**config.mk**
```make
export PLATFORM = sky130hd
export DESIGN_NAME = load_store_unit
export DESIGN_NICKNAME = d
export VERILOG_FILES = /design/src/rtl/load_store_unit.sv
export SDC_FILE = /design/constraint.sdc
export NUM_CORES = 1
export LEC_CHECK = 0
export ABC_AREA = 1
export BUFFER_PORTS_ARGS = -buffer_cell sky130_fd_sc_hd__buf_2
export CORE_UTILIZATION = 49
export DETAILED_ROUTE_END_ITERATION = 12
export PLACE_DENSITY_LB_ADDON = 0.12
export SLEW_MARGIN = 20
export SYNTH_ARGS = -nofsm -noshare
export SYNTH_HDL_FRONTEND = slang
export SYNTH_SLANG_ARGS = --single-unit
```
**constraint.sdc**
```tcl
create_clock -name CLK -period 1.5 [get_ports CLK]
set_input_delay 0.075 -clock CLK [delete_from_list [all_inputs] [get_ports CLK]]
set_output_delay 0.075 -clock CLK [all_outputs]
set_load 0.05 [all_outputs]
```
**src/rtl/load_store_unit.sv**
```systemverilog
// RV32I memory-stage load/store unit: one valid/ready word-bus transaction per access,
// store lane steering, load alignment and extension, and a pipeline stall until completion.
module load_store_unit (
  input  logic        CLK,
  input  logic        RST,
  input  logic        MemReqM,
  input  logic        MemWriteM,
  input  logic [2:0]  StrobeM,
  input  logic [31:0] ALUResultM,
  input  logic [31:0] WriteDataM,
  output logic [31:0] ReadDataM,
  output logic        LoadValidM,
  output logic        StallM,
  output logic        MisalignM,
  output logic [31:0] BusAddr,
  output logic [31:0] BusWData,
  output logic [3:0]  BusWStrb,
  output logic        BusWrite,
  output logic        BusValid,
  input  logic        BusReady,
  input  logic [31:0] BusRData
);

  typedef enum logic [1:0] {IDLE, REQ, DONE} state_t;

  state_t      state, next_state;
  logic [2:0]  funct3_q;
  logic [1:0]  offset_q;
  logic        legal, aligned, accept;
  logic [3:0]  wstrb_d;
  logic [31:0] wdata_d;
  logic [7:0]  byte_sel;
  logic [15:0] half_sel;
  logic [31:0] load_data;

  always_comb begin
    legal   = 1'b0;
    aligned = 1'b1;
    if (MemWriteM)
      legal = (StrobeM == 3'b000) || (StrobeM == 3'b001) || (StrobeM == 3'b010);
    else
      legal = (StrobeM == 3'b000) || (StrobeM == 3'b001) || (StrobeM == 3'b010) ||
              (StrobeM == 3'b100) || (StrobeM == 3'b101);
    case (StrobeM[1:0])
      2'b01:   aligned = ~ALUResultM[0];
      2'b10:   aligned = (ALUResultM[1:0] == 2'b00);
      default: aligned = 1'b1;
    endcase
  end

  assign accept = (state == IDLE) && MemReqM && legal && aligned;

  // Stall and misalign terms are gated by reset so both read 0 while RST is low.
  assign StallM     = RST && (accept || (state == REQ));
  assign MisalignM  = RST && (state == IDLE) && MemReqM && legal && !aligned;
  assign BusValid   = (state == REQ);
  assign LoadValidM = (state == DONE) && !BusWrite;

  always_comb begin
    wstrb_d = 4'b0000;
    wdata_d = WriteDataM;
    case (StrobeM[1:0])
      2'b00: begin
        wstrb_d = 4'b0001 << ALUResultM[1:0];
        wdata_d = {4{WriteDataM[7:0]}};
      end
      2'b01: begin
        wstrb_d = 4'b0011 << ALUResultM[1:0];
        wdata_d = {2{WriteDataM[15:0]}};
      end
      default: begin
        wstrb_d = 4'b1111;
        wdata_d = WriteDataM;
      end
    endcase
    if (!MemWriteM)
      wstrb_d = 4'b0000;
  end

  always_comb begin
    byte_sel  = BusRData[7:0];
    half_sel  = offset_q[1] ? BusRData[31:16] : BusRData[15:0];
    load_data = BusRData;
    case (offset_q)
      2'b01:   byte_sel = BusRData[15:8];
      2'b10:   byte_sel = BusRData[23:16];
      2'b11:   byte_sel = BusRData[31:24];
      default: byte_sel = BusRData[7:0];
    endcase
    case (funct3_q)
      3'b000:  load_data = {{24{byte_sel[7]}}, byte_sel};
      3'b001:  load_data = {{16{half_sel[15]}}, half_sel};
      3'b100:  load_data = {24'b0, byte_sel};
      3'b101:  load_data = {16'b0, half_sel};
      default: load_data = BusRData;
    endcase
  end

  always_comb begin
    next_state = state;
    case (state)
      IDLE:    if (accept) next_state = REQ;
      REQ:     if (BusReady) next_state = DONE;
      DONE:    next_state = IDLE;
      default: next_state = IDLE;
    endcase
  end

  always_ff @(posedge CLK or negedge RST) begin
    if (!RST) begin
      state     <= IDLE;
      BusAddr   <= 32'b0;
      BusWData  <= 32'b0;
      BusWStrb  <= 4'b0;
      BusWrite  <= 1'b0;
      funct3_q  <= 3'b0;
      offset_q  <= 2'b0;
      ReadDataM <= 32'b0;
    end else begin
      state <= next_state;
      if (accept) begin
        BusAddr  <= {ALUResultM[31:2], 2'b00};
        BusWData <= wdata_d;
        BusWStrb <= wstrb_d;
        BusWrite <= MemWriteM;
        funct3_q <= StrobeM;
        offset_q <= ALUResultM[1:0];
      end
      // ReadDataM only changes when a load completes; stores leave it untouched.
      if ((state == REQ) && BusReady && !BusWrite)
        ReadDataM <= load_data;
    end
  end

endmodule

```
; Word-level counts from Yosys, hierarchy flattened
; Cells that the tools add are included.
[classes]
eq_ne = 16
n_shift = 2
muxes = 11
n_bitwise = 1
n_reduce_logical = 24
[op_table]
columns = op, n
row1 = $pmux 32 s4, 1
row2 = $pmux 32 s2, 1
row3 = $pmux 8 s3, 1
row4 = $mux 16, 1
row5 = $eq 3x3->1 const B, 4
row6 = $logic_and 1x1->1, 11
row7 = $eq 2x2->1 const B, 4
row8 = $pmux 4 s2, 1
row9 = $eq 2x1->1 const B, 3
row10 = $eq 3x1->1 const B, 2
row11 = $logic_not 2->1, 3
row12 = $logic_not 3->1, 2
row13 = $logic_or 1x1->1, 5
row14 = $mux 2, 2
row15 = $mux 4, 1
row16 = $pmux 2 s2, 1
row17 = $shl 1x2->4 const A, 1
row18 = $shl 2x2->4 const A, 1
row19 = $eq 3x2->1 const B, 1
row20 = $logic_not 1->1, 2
row21 = $ne 2x1->1 const B, 1
row22 = $ne 2x2->1 const B, 1
row23 = $pmux 1 s2, 1
row24 = $reduce_and 2->1, 1
row25 = 2 further kinds, 2
[totals]
regBits = 106
inputBits = 104
output_inout_bits = 105
wordCells = 62

; Logic depth before layout (Yosys ltp)
; Gate-level depths: netlist of the first run.
[depth]
ltp_word = 10
depth_mapped = 11
ltp_nobuf = 9

; Least setup slack after synthesis of the first run
; Ideal clock, no wire load.
[synth_timing]
kind = reg-to-output
from = reg state[1]
to = out StallM
t_arrival_ps = 2109
required_ps = 1425
slack_ps = -684
path_stages_with_launch = 7
n_path_buf = 1
cell_sequence = dfrtp_1 -> nor3b_2 -> nand3_1 -> inv_2 -> nand2_2 -> buf_6 -> a21boi_0
[synth_between]
elab_chain_cells = 6
[synth_rtl]
columns = item, line_no
row1 = from (decl), 26  ; state_t state, next_state;
row2 = from (signal assigned), 120  ; state <= next_state;
row3 = $logic_not 2->1, 51  ; assign accept = (state == IDLE) && MemReqM && legal && aligned;
row4 = $logic_and 1x1->1 (3 in series), 51
row5 = $logic_or 1x1->1 *, 54  ; assign StallM = RST && (accept || (state == REQ));
row6 = $logic_and 1x1->1 *, 54
row7 = to (decl), 13  ; output logic StallM,
; Every way passes the cells marked *; elsewhere a longest branch is shown, timed or not.

; Final worst setup path of the first run
; Same ends and word-level chain as after synthesis.

==> results of run 1 <==
[per-stage QoR]
step / area, um2 / TNS [ns]
finish: 7266 / -0.7504
global route: 7266 / -5.926
CTS: 7137 / -0.2463
detailed placement: 6431 / 0
global placement: 6431 / 0
floorplan: 5155 / 0
[cells by family (layout without fill, tap and decap cells)]
| family | after synthesis | in the layout | synth area share (%) |
|---|---|---|---|
| AND/OR/NAND/NOR | 314 | 314 | 25.84 |
| AO/OA/AOI/OAI | 136 | 136 | 13.71 |
| flip-flops | 106 | 106 | 51.72 |
| buffers and inverters | 92 | 356 | 7.929 |
| adder cells (fa/ha/maj) | 3 | 3 | 0.7320 |
| other | 1 | 3 | 0.07312 |
[flip-flops by register name, summed over array words and instances (netlist names)]
| name | flops |
|---|---|
| BusAddr | 30 |
| ReadDataM | 32 |
| funct3_q | 3 |
| state | 2 |
| BusWrite | 1 |
| BusWData | 32 |
| BusWStrb | 4 |
| offset_q | 2 |
[metal layers]
layer / track usage [%] / routed length (um)
met1: 36.25 / 6579
met2: 49.76 / 8151
met3: 5.013 / 899
met4: 12.35 / 425
met5: 0 / 0
[worst max-delay path by stage]
stage                    endpoint  slack, ns  cells after the start
finish                     StallM      -0.11                      6
CTS                        StallM      -0.15                      6
floorplan           ReadDataM[16]       0.01                      8
global placement      funct3_q[0]       0.03                     11
detailed placement  ReadDataM[31]      0.003                      7
global route        ReadDataM[16]      -0.19                     10
[what timing repair did]
item	CTS	global route
cloned	0	3
endpoints found under the setup margin	11	103
setup buffers	5	2
pin swaps	4	4
hold buffers	47	0
hold endpoints to repair	153	0
gates resized for setup	7	20
[worst register-to-register path, delay by kind of cell (launching register included)]
family	cells	cell delay [ns]
buf+inv	5	0.48
simple gates	4	0.45
flops	1	0.37
compound gates	1	0.17
[layout make-up]
| class | instances | area, um2 | area share [%] |
|---|---|---|---|
| diodes | 1 | 2.502 | 0.03444 |
| well taps | 133 | 166.4 | 2.290 |
| repair buffers | 289 | 1934 | 26.62 |
| clock buffers | 11 | 151.4 | 2.084 |
| multi-input cells | 455 | 2131 | 29.33 |
| flip-flops and latches | 106 | 2655 | 36.54 |
| inverters | 52 | 197.7 | 2.721 |
| clock inverters | 4 | 27.53 | 0.3789 |
[layout by cell type, fill, tap and decap left out, types with 3 or more instances in the layout]
cell           netlist  routed
clkbuf_8             0      11
inv_2                3       5
a21oi_2              0       6
nand2_1            211     209
dlygate4sd3_1        0      47
nor3_1               4       4
dfrtp_1            106     104
o21ai_2              3       4
buf_12               0       6
inv_1               48      46
buf_2               13     202
buf_6                3       4
ha_1                 3       3
a21oi_1             51      45
clkinvlp_4           0       3
o211ai_1             3       3
buf_4                5      26
nand2_2              2       3
or2_2               16      16
o21ai_1             25      28
nand3_1             54      54
nor2_1              23      21
o21ai_0             52      48
[where the power goes]
part / switching, W / internal (W) / total, W
clock network: 0.000993 / 0.000684 / 0.00168
logic: 0.00601 / 0.00207 / 0.00808
registers: 0.000643 / 0.00397 / 0.00461
==> impl_metrics.py, run 1 <==
metrics = {
    "run_status": {
        "status": "finished with violations",
        "violations": "setup timing",
    },
    "sta": {
        "rsz0062_at_grt": "true",
        "finClkSkew_ns": 0.01501,
        "period_share_pct": 107.5,
        "layout_min_cycle_time_ns": 1.612,
        "setup_ws_ns": -0.1122,
        "whs_ns": 0.01201,
        "slew_headroom_pct": 59.35,
        "tightestPinTransition_ns": 0.6097,
        "hold_viol_final": 0,
        "slew_violations": 0,
        "fmax_ghz": 0.6203,
        "finalSetupViolCount": 20,
    },
    "setup_path": {
        "crit_family": "flip-flops",
        "worst-r2r-setup-slack_ns": -0.07,
        "cp.required_ns": 1.42,
        "cp-end-kind": "output port",
        "start_kind": "register",
        "cp-startpoint": "state[1]",
        "r2r_start": "state[0]",
        "critPathKind": "register to output port",
        "critPathMaxStageDelay_ns": 0.41,
        "reg2reg_to": "ReadDataM[29]",
        "cp_cell_sequence": "nor3b_2, nand3_1, inv_2, nand2_4, a21boi_4, buf_8",
        "cpMaxStageDelayCell": "dfrtp_1",
        "critPathArrivalTime_ns": 1.54,
        "crit_fanout": 4,
        "ff2ff_path_depth": 10,
        "path_buf_inv": 2,
    },
    "clock_tree": {
        "clock_sinks": 106,
        "clkTransAtPathRegs_ns": 0.10,
        "cts_tree": "yes",
        "cts-root-buf": "clkbuf_8",
        "clockBufferDepth": 2,
        "clock_latency_ns": 0.37,
        "htreeDepth": 3,
        "cts_made_buffers": 9,
    },
    "place": {
        "gp_congestion": 0.9251,
        "place_inst": 978,
        "portBuffers": 206,
        "dp_slack_ns": 0.003308,
        "place_hpwl_um": 10570,
    },
    "die": {
        "ios": 209,
        "die_area_mm2": 0.01088,
        "die_x_um": 104.3,
        "die_h_um": 104.3,
        "rows": 36,
        "start_util_pct": 51.52,
        "core_mm2": 0.009955,
    },
    "synth": {
        "yosysWarnings": 0,
        "ys_types": 28,
        "synthCells": 652,
        "synth_top_flop_cell": "dfrtp_1",
        "synth_edf_count": 0,
        "syn_area_mm2": 0.005129,
        "netlist_top_cells_area": "dfrtp_1, nand2_1, nand3_1, o21ai_0, a21oi_1",
        "ys_top_cells_by_count": "nand2_1, dfrtp_1, nand3_1",
        "synth.top_cell.area_share_pct": 51.72,
        "synth_largest_area_cell": "dfrtp_1",
        "synthArstFlopShare_pct": 100.0,
        "syn_area_per_cell_um2": 7.866,
        "yosysSeqAreaShare_pct": 51.72,
        "yosysMostFrequentCell": "nand2_1",
        "synth-seq-cells": 106,
    },
    "global_routing": {
        "grt_antenna_before_repair": 1,
        "grt_pass1_vias": 5287,
        "grt_max_degree": 50,
        "grt_overflow": 0,
        "grt_first_pass_wirelength_um": 25410,
        "grt_usage_pct": 29.13,
    },
    "pwr": {
        "power.density_mw_per_mm2": 1977,
        "peakVddDrop_uv": 1208,
        "finalPower_w": 0.01437,
        "leakage_nw": 4.002,
    },
    "hold_path": {
        "min_from": "WriteDataM[20]",
        "hp-class": "input pin to register",
        "hold_depth": 3,
        "worstHoldEndpoint": "BusWData[20]",
    },
    "routing": {
        "finalWirelength_um": 16060,
        "dr.pass1.iters": 4,
        "drc": 0,
        "antenna_left": 0,
        "drt_iter0_drc": 395,
        "num_vias": 5420,
        "viasPerCell": 5.157,
        "wire_per_inst_um": 15.28,
    },
    "finish": {
        "final_util_pct": 72.99,
        "drive_above_1_share_pct": 32.93,
        "area_delta_synth_final_pct": 41.67,
        "fill_cells": 773,
        "fin_cells": 1051,
        "nets": 1020,
    },
    "job": {
        "max_cap_violations": 0,
    },
}
No activity file was read; power rests on OpenSTA's default activity.
==> run 2: changes to the inputs <==
--- a/config.mk
+++ b/config.mk
@@ -7,7 +7,7 @@
 export LEC_CHECK = 0
 export ABC_AREA = 1
 export BUFFER_PORTS_ARGS = -buffer_cell sky130_fd_sc_hd__buf_2
-export CORE_UTILIZATION = 49
+export CORE_UTILIZATION = 45
 export DETAILED_ROUTE_END_ITERATION = 12
 export PLACE_DENSITY_LB_ADDON = 0.12
 export SLEW_MARGIN = 20
==> impl_metrics.py, run 2 (same netlist as run 1, synthesis figures left out) <==
metrics = {
    "run_status": {
        "status": "finished with violations",
        "violations": "setup timing",
    },
    "clock_tree": {
        "clock_sinks": 106,
        "cts-root-buf": "clkbuf_16",
        "clkTransAtPathRegs_ns": 0.07,
        "clockBufferDepth": 2,
        "cts_made_buffers": 9,
        "clock_latency_ns": 0.35,
        "htreeDepth": 3,
        "cts_tree": "yes",
    },
    "routing": {
        "num_vias": 5234,
        "viasPerCell": 5.028,
        "dr.pass1.iters": 7,
        "drc": 0,
        "finalWirelength_um": 15150,
        "wire_per_inst_um": 14.55,
        "antenna_left": 0,
        "drt_iter0_drc": 381,
    },
    "sta": {
        "rsz0062_at_grt": "true",
        "slew_violations": 0,
        "fmax_ghz": 0.6152,
        "finClkSkew_ns": 0.004973,
        "setup_ws_ns": -0.1256,
        "hold_viol_final": 0,
        "finalSetupViolCount": 6,
        "layout_min_cycle_time_ns": 1.626,
        "tns_ns": -0.2639,
        "period_share_pct": 108.4,
    },
    "die": {
        "die_h_um": 108.8,
        "rows": 38,
        "die_area_mm2": 0.01183,
        "die_x_um": 108.8,
        "ios": 209,
        "start_util_pct": 46.70,
        "core_mm2": 0.01098,
    },
    "finish": {
        "multi_input_area_mm2": 0.002111,
        "final_common_cell": "nand2_1",
        "seqCellArea_mm2": 0.002655,
        "reg_top3": "BusWData (32), ReadDataM (32), BusAddr (30)",
        "fin_cells": 1041,
        "design_area_mm2": 0.007209,
        "drive_above_1_share_pct": 32.00,
        "fill_cells": 947,
        "final_cell_mix": "nand2_1, buf_2, dfrtp_1",
        "area_delta_synth_final_pct": 40.57,
        "nets": 1002,
    },
    "global_routing": {
        "grt_overflow": 0,
        "grt_first_pass_wirelength_um": 24270,
        "grt_usage_pct": 26.81,
        "grt_antenna_before_repair": 1,
        "grt_max_degree": 76,
        "grt_pass1_vias": 5149,
    },
    "setup_path": {
        "cp-end-kind": "output port",
        "critPathKind": "register to output port",
        "cp.required_ns": 1.42,
        "crit_fanout": 3,
        "critPathArrivalTime_ns": 1.55,
        "start_kind": "register",
    },
    "job": {
        "max_cap_violations": 0,
    },
    "pwr": {
        "peakVddDrop_uv": 1489,
        "power.density_mw_per_mm2": 2099,
        "leakage_nw": 3.982,
    },
    "place": {
        "dpl-instance-area_mm2": 0.006417,
        "place_inst": 982,
        "gp_congestion": 0.8534,
        "portBuffers": 206,
        "place_hpwl_um": 10600,
    },
    "hold_path": {
        "hp-class": "input pin to register",
    },
}
run 2: worst max-delay path, stage by stage (launching register included):
cell	delay, ns
dfrtp_1	0.39
nor3b_2	0.22
nand3_1	0.11
inv_2	0.11
nand2_4	0.07
a21boi_4	0.14
buf_8	0.16
run 2: report_power, final:
| group | switching, W | total, W | internal [W] |
|---|---|---|---|
| Clock | 0.00106 | 0.00255 | 0.00150 |
| Combinational | 0.00597 | 0.00797 | 0.00200 |
| Sequential | 0.000636 | 0.00461 | 0.00397 |
| Total | 0.00766 | 0.0151 | 0.00747 |
run 2: per-stage QoR:
step / hold slack [ns] / setup slack [ns] / power, W / utilization [%]
after floorplan: -0.2206 / 0.01421 / 0.01041 / -
after global placement: 0.1872 / 0.04012 / 0.01234 / 58.43
after detailed placement: 0.1908 / 0.04136 / 0.01246 / 58.43
after CTS: 0.0006955 / -0.1309 / 0.01515 / 65.13
after global routing: 0.01364 / -0.2251 / 0.01598 / 65.64
final: 0.01324 / -0.1256 / 0.01513 / 65.64
run 2: metal layers:
metal	vias up	GRT usage (%)	wire length [um]
met5	-	0	0
met4	0	9.459	304
met3	22	7.651	1150
met2	204	46.16	7479
met1	2434	31.94	6215
li1	2574	-	-
run 2: worst paths after layout:
path                                     start           end  slack [ns]  cells past startpoint
worst max-delay path                  state[1]        StallM       -0.13                      6
worst min-delay path            WriteDataM[29]  BusWData[29]        0.01                      3
worst max register to register        state[1]  BusWData[27]       -0.03                      8
worst min register to register     BusAddr[10]   BusAddr[10]        0.47                      2
max in group asynchronous                  RST      BusWrite        0.70                      3
min in group asynchronous                  RST  ReadDataM[7]        0.42                      3
run 2: what timing repair did:
item	CTS	global route
setup endpoints to repair	4	104
pin swaps	2	1
hold endpoints to repair	143	0
resized for setup	7	18
setup buffers	4	3
hold buffers	37	0
run 2: area by class of cell:
cell class | count | area share [%]
antenna | 1 | 0.03471
clock buffer | 10 | 3.315
clock inverter | 6 | 1.111
inverter | 52 | 2.777
multi-input combinational | 455 | 29.28
sequential | 106 | 36.83
tap | 140 | 2.430
timing repair buffer | 271 | 24.23
